File: config.mk
export PLATFORM = sky130hd
export DESIGN_NAME = ssd_scan_mux_flat
export DESIGN_NICKNAME = d
export VERILOG_FILES = /design/src/rtl/ssd_scan_mux_if.sv /design/src/rtl/ssd_scan_mux.sv /design/src/flat_wrapper.sv
export SDC_FILE = /design/constraint.sdc
export NUM_CORES = 1
export LEC_CHECK = 0
export ABC_AREA = 0
export BUFFER_PORTS_ARGS = -buffer_cell sky130_fd_sc_hd__buf_2
export CAP_MARGIN = 20
export CORE_MARGIN = 4
export CORE_UTILIZATION = 55
export CTS_BUF_LIST = sky130_fd_sc_hd__clkbuf_4
export CTS_CLUSTER_SIZE = 25
export DETAILED_ROUTE_END_ITERATION = 8
export GPL_ROUTABILITY_DRIVEN = 0
export PLACE_DENSITY = 0.83
export SYNTH_ARGS = -nofsm -noshare
export SYNTH_HDL_FRONTEND = slang
export SYNTH_SLANG_ARGS = --single-unit
File: constraint.sdc
create_clock -name i_clk -period 4.16 [get_ports i_clk]
set_input_delay 1.04 -clock i_clk [delete_from_list [all_inputs] [get_ports i_clk]]
set_output_delay 1.04 -clock i_clk [all_outputs]
set_load 0.03 [all_outputs]
File: src/rtl/ssd_scan_mux_if.sv
// Bundle of display-side signals for the seven-segment scan multiplexer.
// The master drives the value to show and the enable; the slave returns the scan outputs.
interface ssd_scan_mux_if #(
   parameter int DIGITS = 4
);
   logic                  en;
   logic [4*DIGITS-1:0]   value;
   logic [3:0]            nibble;
   logic [DIGITS-1:0]     digit_en;
   logic                  frame_start;

   modport master (
      output en,
      output value,
      input  nibble,
      input  digit_en,
      input  frame_start
   );

   modport slave (
      input  en,
      input  value,
      output nibble,
      output digit_en,
      output frame_start
   );
endinterface

File: src/rtl/ssd_scan_mux.sv
// Time-multiplexed hex display scanner: one digit per CLK_DIV-cycle slot, blanked for BLANK_CYCLES at slot start.
// Optional macro SSD_LEADING_ZERO_BLANK_EN darkens slots whose digit and all higher digits are zero.
module ssd_scan_mux #(
   parameter int DIGITS       = 4,
   parameter int CLK_DIV      = 50000,
   parameter int BLANK_CYCLES = 2
) (
   input  logic           i_clk,
   input  logic           i_rst,
   ssd_scan_mux_if.slave  bus
);
   localparam int CW = (CLK_DIV > 1) ? $clog2(CLK_DIV) : 1;
   localparam int IW = (DIGITS > 1) ? $clog2(DIGITS) : 1;
   localparam logic [CW-1:0] CNT_MAX  = CW'(CLK_DIV - 1);
   localparam logic [CW-1:0] BLANK_TH = CW'(BLANK_CYCLES);
   localparam logic [IW-1:0] IDX_MAX  = IW'(DIGITS - 1);

   logic [CW-1:0]         r_cnt;
   logic [IW-1:0]         r_idx;
   logic [4*DIGITS-1:0]   r_shadow;
   logic [3:0]            r_nibble;
   logic [DIGITS-1:0]     r_digit_en;
   logic                  r_frame_start;

   logic                  w_slot0;
   logic                  w_capture;
   logic [4*DIGITS-1:0]   w_shadow_nxt;
   logic [3:0]            w_nib;
   logic [DIGITS-1:0]     w_onehot;
   logic                  w_lit;
   logic                  w_cnt_wrap;
   logic                  w_idx_wrap;

   assign w_slot0      = (r_cnt == '0) && (r_idx == '0);
   assign w_capture    = bus.en && w_slot0;
   assign w_shadow_nxt = w_capture ? bus.value : r_shadow;
   assign w_onehot     = DIGITS'(1) << r_idx;
   assign w_cnt_wrap   = (r_cnt == CNT_MAX);
   assign w_idx_wrap   = (r_idx == IDX_MAX);

   // Uses the next shadow so slot 0 shows the freshly captured digit immediately.
   always_comb begin
      w_nib = 4'h0;
      for (int k = 0; k < DIGITS; k++) begin
         if (r_idx == IW'(k)) w_nib = w_shadow_nxt[4*k +: 4];
      end
   end

`ifdef SSD_LEADING_ZERO_BLANK_EN
   logic w_upper_zero;

   // Walk from the top digit down; a slot is dark if it and everything above it is zero.
   always_comb begin
      w_upper_zero = 1'b1;
      w_lit        = 1'b1;
      for (int k = DIGITS - 1; k >= 1; k--) begin
         w_upper_zero = w_upper_zero & (w_shadow_nxt[4*k +: 4] == 4'h0);
         if (r_idx == IW'(k)) w_lit = ~w_upper_zero;
      end
   end
`else
   assign w_lit = 1'b1;
`endif

   always_ff @(posedge i_clk) begin
      if (i_rst) begin
         r_cnt         <= '0;
         r_idx         <= '0;
         r_shadow      <= '0;
         r_nibble      <= 4'h0;
         r_digit_en    <= '0;
         r_frame_start <= 1'b0;
      end else if (!bus.en) begin
         // Freeze position, shadow and nibble; only the visible outputs go dark.
         r_digit_en    <= '0;
         r_frame_start <= 1'b0;
      end else begin
         r_shadow      <= w_shadow_nxt;
         r_nibble      <= w_nib;
         r_frame_start <= w_slot0;
         r_digit_en    <= ((r_cnt >= BLANK_TH) && w_lit) ? w_onehot : '0;
         if (w_cnt_wrap) begin
            r_cnt <= '0;
            r_idx <= w_idx_wrap ? '0 : r_idx + IW'(1);
         end else begin
            r_cnt <= r_cnt + CW'(1);
         end
      end
   end

   assign bus.nibble      = r_nibble;
   assign bus.digit_en    = r_digit_en;
   assign bus.frame_start = r_frame_start;
endmodule

File: src/flat_wrapper.sv
// flat-port wrapper written by rule: the top's interface ports become plain ports
module ssd_scan_mux_flat 
#(
   parameter int DIGITS       = 4,
   parameter int CLK_DIV      = 50000,
   parameter int BLANK_CYCLES = 2
)
  (i_clk, i_rst, bus_en, bus_value, bus_nibble, bus_digit_en, bus_frame_start);
  ssd_scan_mux_if #(.DIGITS(DIGITS)) bus_i ();
  input  logic i_clk;
  input  logic i_rst;
  input wire logic [$bits(bus_i.en)-1:0] bus_en;
  input wire logic [$bits(bus_i.value)-1:0] bus_value;
  output wire logic [$bits(bus_i.nibble)-1:0] bus_nibble;
  output wire logic [$bits(bus_i.digit_en)-1:0] bus_digit_en;
  output wire logic [$bits(bus_i.frame_start)-1:0] bus_frame_start;
  assign bus_i.en = bus_en;
  assign bus_i.value = bus_value;
  assign bus_nibble = bus_i.nibble;
  assign bus_digit_en = bus_i.digit_en;
  assign bus_frame_start = bus_i.frame_start;
  ssd_scan_mux #(.DIGITS(DIGITS), .CLK_DIV(CLK_DIV), .BLANK_CYCLES(BLANK_CYCLES)) u_core (.i_clk(i_clk), .i_rst(i_rst), .bus(bus_i));
endmodule
==> run_results.csv <==
group,metric,value,unit
status,status,"complete, no violations",
timing,slew_violations,0,
placement,numPortBuffers,27,
final_layout,fin_util,63.8,%
setup_path,crit_path_max_fanout,20,
synthesis,avgSynthCellArea,8.81,um2
power_and_ir_drop,p_leak,0.883,nW
routing,vias_per_cell,5.43,
synthesis,synth-edff-count,0,
cts,cts.repair.resized,0,
power_and_ir_drop,p_per_area,338,mW/mm2
setup_path,slowest_stage,"and2_1",
placement,pre_cts_ws,1.26,ns
final_layout,regArea,861,um2
hold_path,hp-class,"reg2reg",
cts,postCtsHoldBufs,0,
synthesis,ys_seq_area_share,43.8,%
routing,remaining_drc_errors,0,
synthesis,syn_nets,249,
setup_path,cp_data_required_time,4.42,ns
timing,tightest_slew,0.844,ns
final_layout,area_delta_synth_final,10.0,%
floorplanning,die_w,67.8,um
timing,tns,0,ns
final_layout,fill_cells,295,
final_layout,final_layout_size_suffix_gt1_share,17.7,%
routing,wl_per_cell,13.1,um
cts,path_clk_slew,0.12,ns
routing,dr.pass1.iters,4,
setup_path,cp.arrival,2.80,ns
timing,clock_skew,0.00392,ns
synthesis,synth_cell_type_count,35,
global_routing,gr-total-overflow,0,
cts,worstSkewPairLatency,0.35,ns
setup_path,crit_path_cell_trace,"buf_2, and3_1, and2_1, mux2i_1, a221oi_1",
power_and_ir_drop,peakVddDrop,221,uV
floorplanning,coreArea,0.00339,mm2
synthesis,ys.warnings.count,0,
floorplanning,io_pins,28,
setup_path,cp-end-kind,"flip-flop",
floorplanning,initial_core_util,58.0,%
setup_path,critPathKind,"in2reg",
global_routing,grt_pass1_vias,1567,
final_layout,final_nets,273,
cts,cts_buffers,5,
timing,fin_ws,1.62,ns
synthesis,synth_area,0.00196,mm2
final_layout,mostFrequentLayoutCells,"43 x dfxtp_1, 42 x nand2_1, 29 x nor2_1",
cts,cts_sinks,43,
timing,max_freq,393,MHz
final_layout,stdcell_area,0.00216,mm2
timing,finalCritPeriodShare,61.1,%
floorplanning,die_area,0.00459,mm2
synthesis,synthCells,223,
timing,finalHoldViolations,0,
routing,wl,3850,um
global_routing,grt_antenna_before_repair,0,
final_layout,stdcell_count,294,
timing,post-route-min-period,2.54,ns
global_routing,grt_pass1_wl,6820,um
final_layout,diodes,0,
floorplanning,num_rows,21,
routing,postRouteAntennaNets,0,
routing,drt_iter0_markers,75,
routing,vias,1596,
floorplanning,die_h,67.8,um
cts,cts_setup_buffers,0,
setup_path,crit_path_max_incr_delay,0.71,ns
timing,rsz0062_at_grt,"no",
cts,root_buffer,"clkbuf_4",
cts,cts_tree,"built",
synthesis,ys.flop_type,"dfxtp_1",
synthesis,ys_seq_elements,43,
placement,hpwl,2820,um
global_routing,grt_max_degree,22,
global_routing,grt_use_total,19.5,%
synthesis,async_flop_share,0,%
placement,dpl.cell_count,286,
timing,setup_viol,0,
cts,htree_levels,2,
setup_path,reg2reg_slack,1.63,ns
final_layout,multi_input_area,0.00103,mm2
run,max-cap-violations,0,
timing,slew_headroom,43.7,%
placement,place_area,0.00211,mm2
cts,cts_max_path_buffers,2,
final_layout,mostFrequentLayoutCell,"dfxtp_1",
setup_path,startpoint_type,"input pin",
==> synth_stat cells (2+ instances only) <==
master | count | area share, %
xor2_1 | 9 | 4.0
clkbuf_1 | 5 | 0.96
o2111ai_1 | 4 | 1.8
o221a_2 | 4 | 2.3
dfxtp_1 | 43 | 44
xnor2_1 | 6 | 2.7
nand4_1 | 5 | 1.6
ha_1 | 7 | 4.5
nand3_1 | 3 | 0.76
o21ai_0 | 4 | 1.0
a221oi_1 | 4 | 1.8
and2_1 | 2 | 0.64
a21oi_1 | 8 | 2.0
nor2b_1 | 2 | 0.64
buf_2 | 3 | 0.76
and3_1 | 3 | 0.96
nor2_1 | 29 | 5.5
o211ai_1 | 4 | 1.5
mux2i_1 | 10 | 5.1
nor3_1 | 7 | 1.8
inv_1 | 6 | 1.1
nand2_1 | 42 | 8.0
==> metal layers <==
layer,wire length (um),share of wire (%),vias up,track usage (%)
li1,-,-,816,-
met1,1780,46,730,24.0
met2,1780,46,39,32.3
met3,209,5.4,11,5.49
met4,76,2.0,0,7.34
met5,0,0,-,0
==> area by class of cell <==
class | instances | share of cell area, %
Multi-Input combinational cell | 164 | 47.8
Tap cell | 46 | 2.66
Timing Repair Buffer | 27 | 6.25
Sequential cell | 43 | 39.8
Clock buffer | 6 | 2.08
Inverter | 6 | 1.04
Clock inverter | 2 | 0.347
==> worst max-delay path, delay by kind of cell <==
| family | cells | cell delay, ns |
|---|---|---|
| mux | 1 | 0.20 |
| compound gates | 1 | 0.33 |
| simple gates | 2 | 1.00 |
| buf+inv | 1 | 0.22 |
==> report_power, final <==
part | switching, mW | internal [mW]
logic | 0.0549 | 0.0352
clock network | 0.131 | 0.0694
registers | 0.00958 | 0.430
==> stage by stage <==
step	hold WS [ns]	total power, mW
finish	0.470	0.730
global route	0.488	0.767
global placement	0.445	0.538
detailed placement	0.451	0.540
floorplan	0.437	0.515
CTS	0.468	0.734
==> worst paths after layout <==
kind | start | endpoint | cells after the start
worst max-delay path | bus_en | u_core.bus.nibble[0] | 5
worst min-delay path | u_core.r_shadow[2] | u_core.r_shadow[2] | 2
worst max register to register | u_core.r_idx[0] | u_core.bus.nibble[0] | 6
worst min register to register | u_core.r_shadow[2] | u_core.r_shadow[2] | 2
==> flip-flops by register name, summed over array words and instances (netlist names) <==
| signal | cells |
|---|---|
| u_core.r_idx | 2 |
| u_core.bus.frame_start | 1 |
| u_core.r_shadow | 16 |
| u_core.bus.digit_en | 4 |
| u_core.r_cnt | 16 |
| u_core.bus.nibble | 4 |
==> kinds of logic (layout without fill, tap and decap cells) <==
kind of cell / after synthesis / count (layout) / synth area share, %
buffers and inverters: 16 / 41 / 3.63
muxes: 10 / 10 / 5.10
xor gates and xnor gates: 15 / 15 / 6.69
and+or+nand+nor: 102 / 102 / 25.0
AOI/OAI and AO/OA: 30 / 30 / 11.3
DFF: 43 / 43 / 43.8
adders and majority gates: 7 / 7 / 4.46
Power figures use the tool's default switching activity.
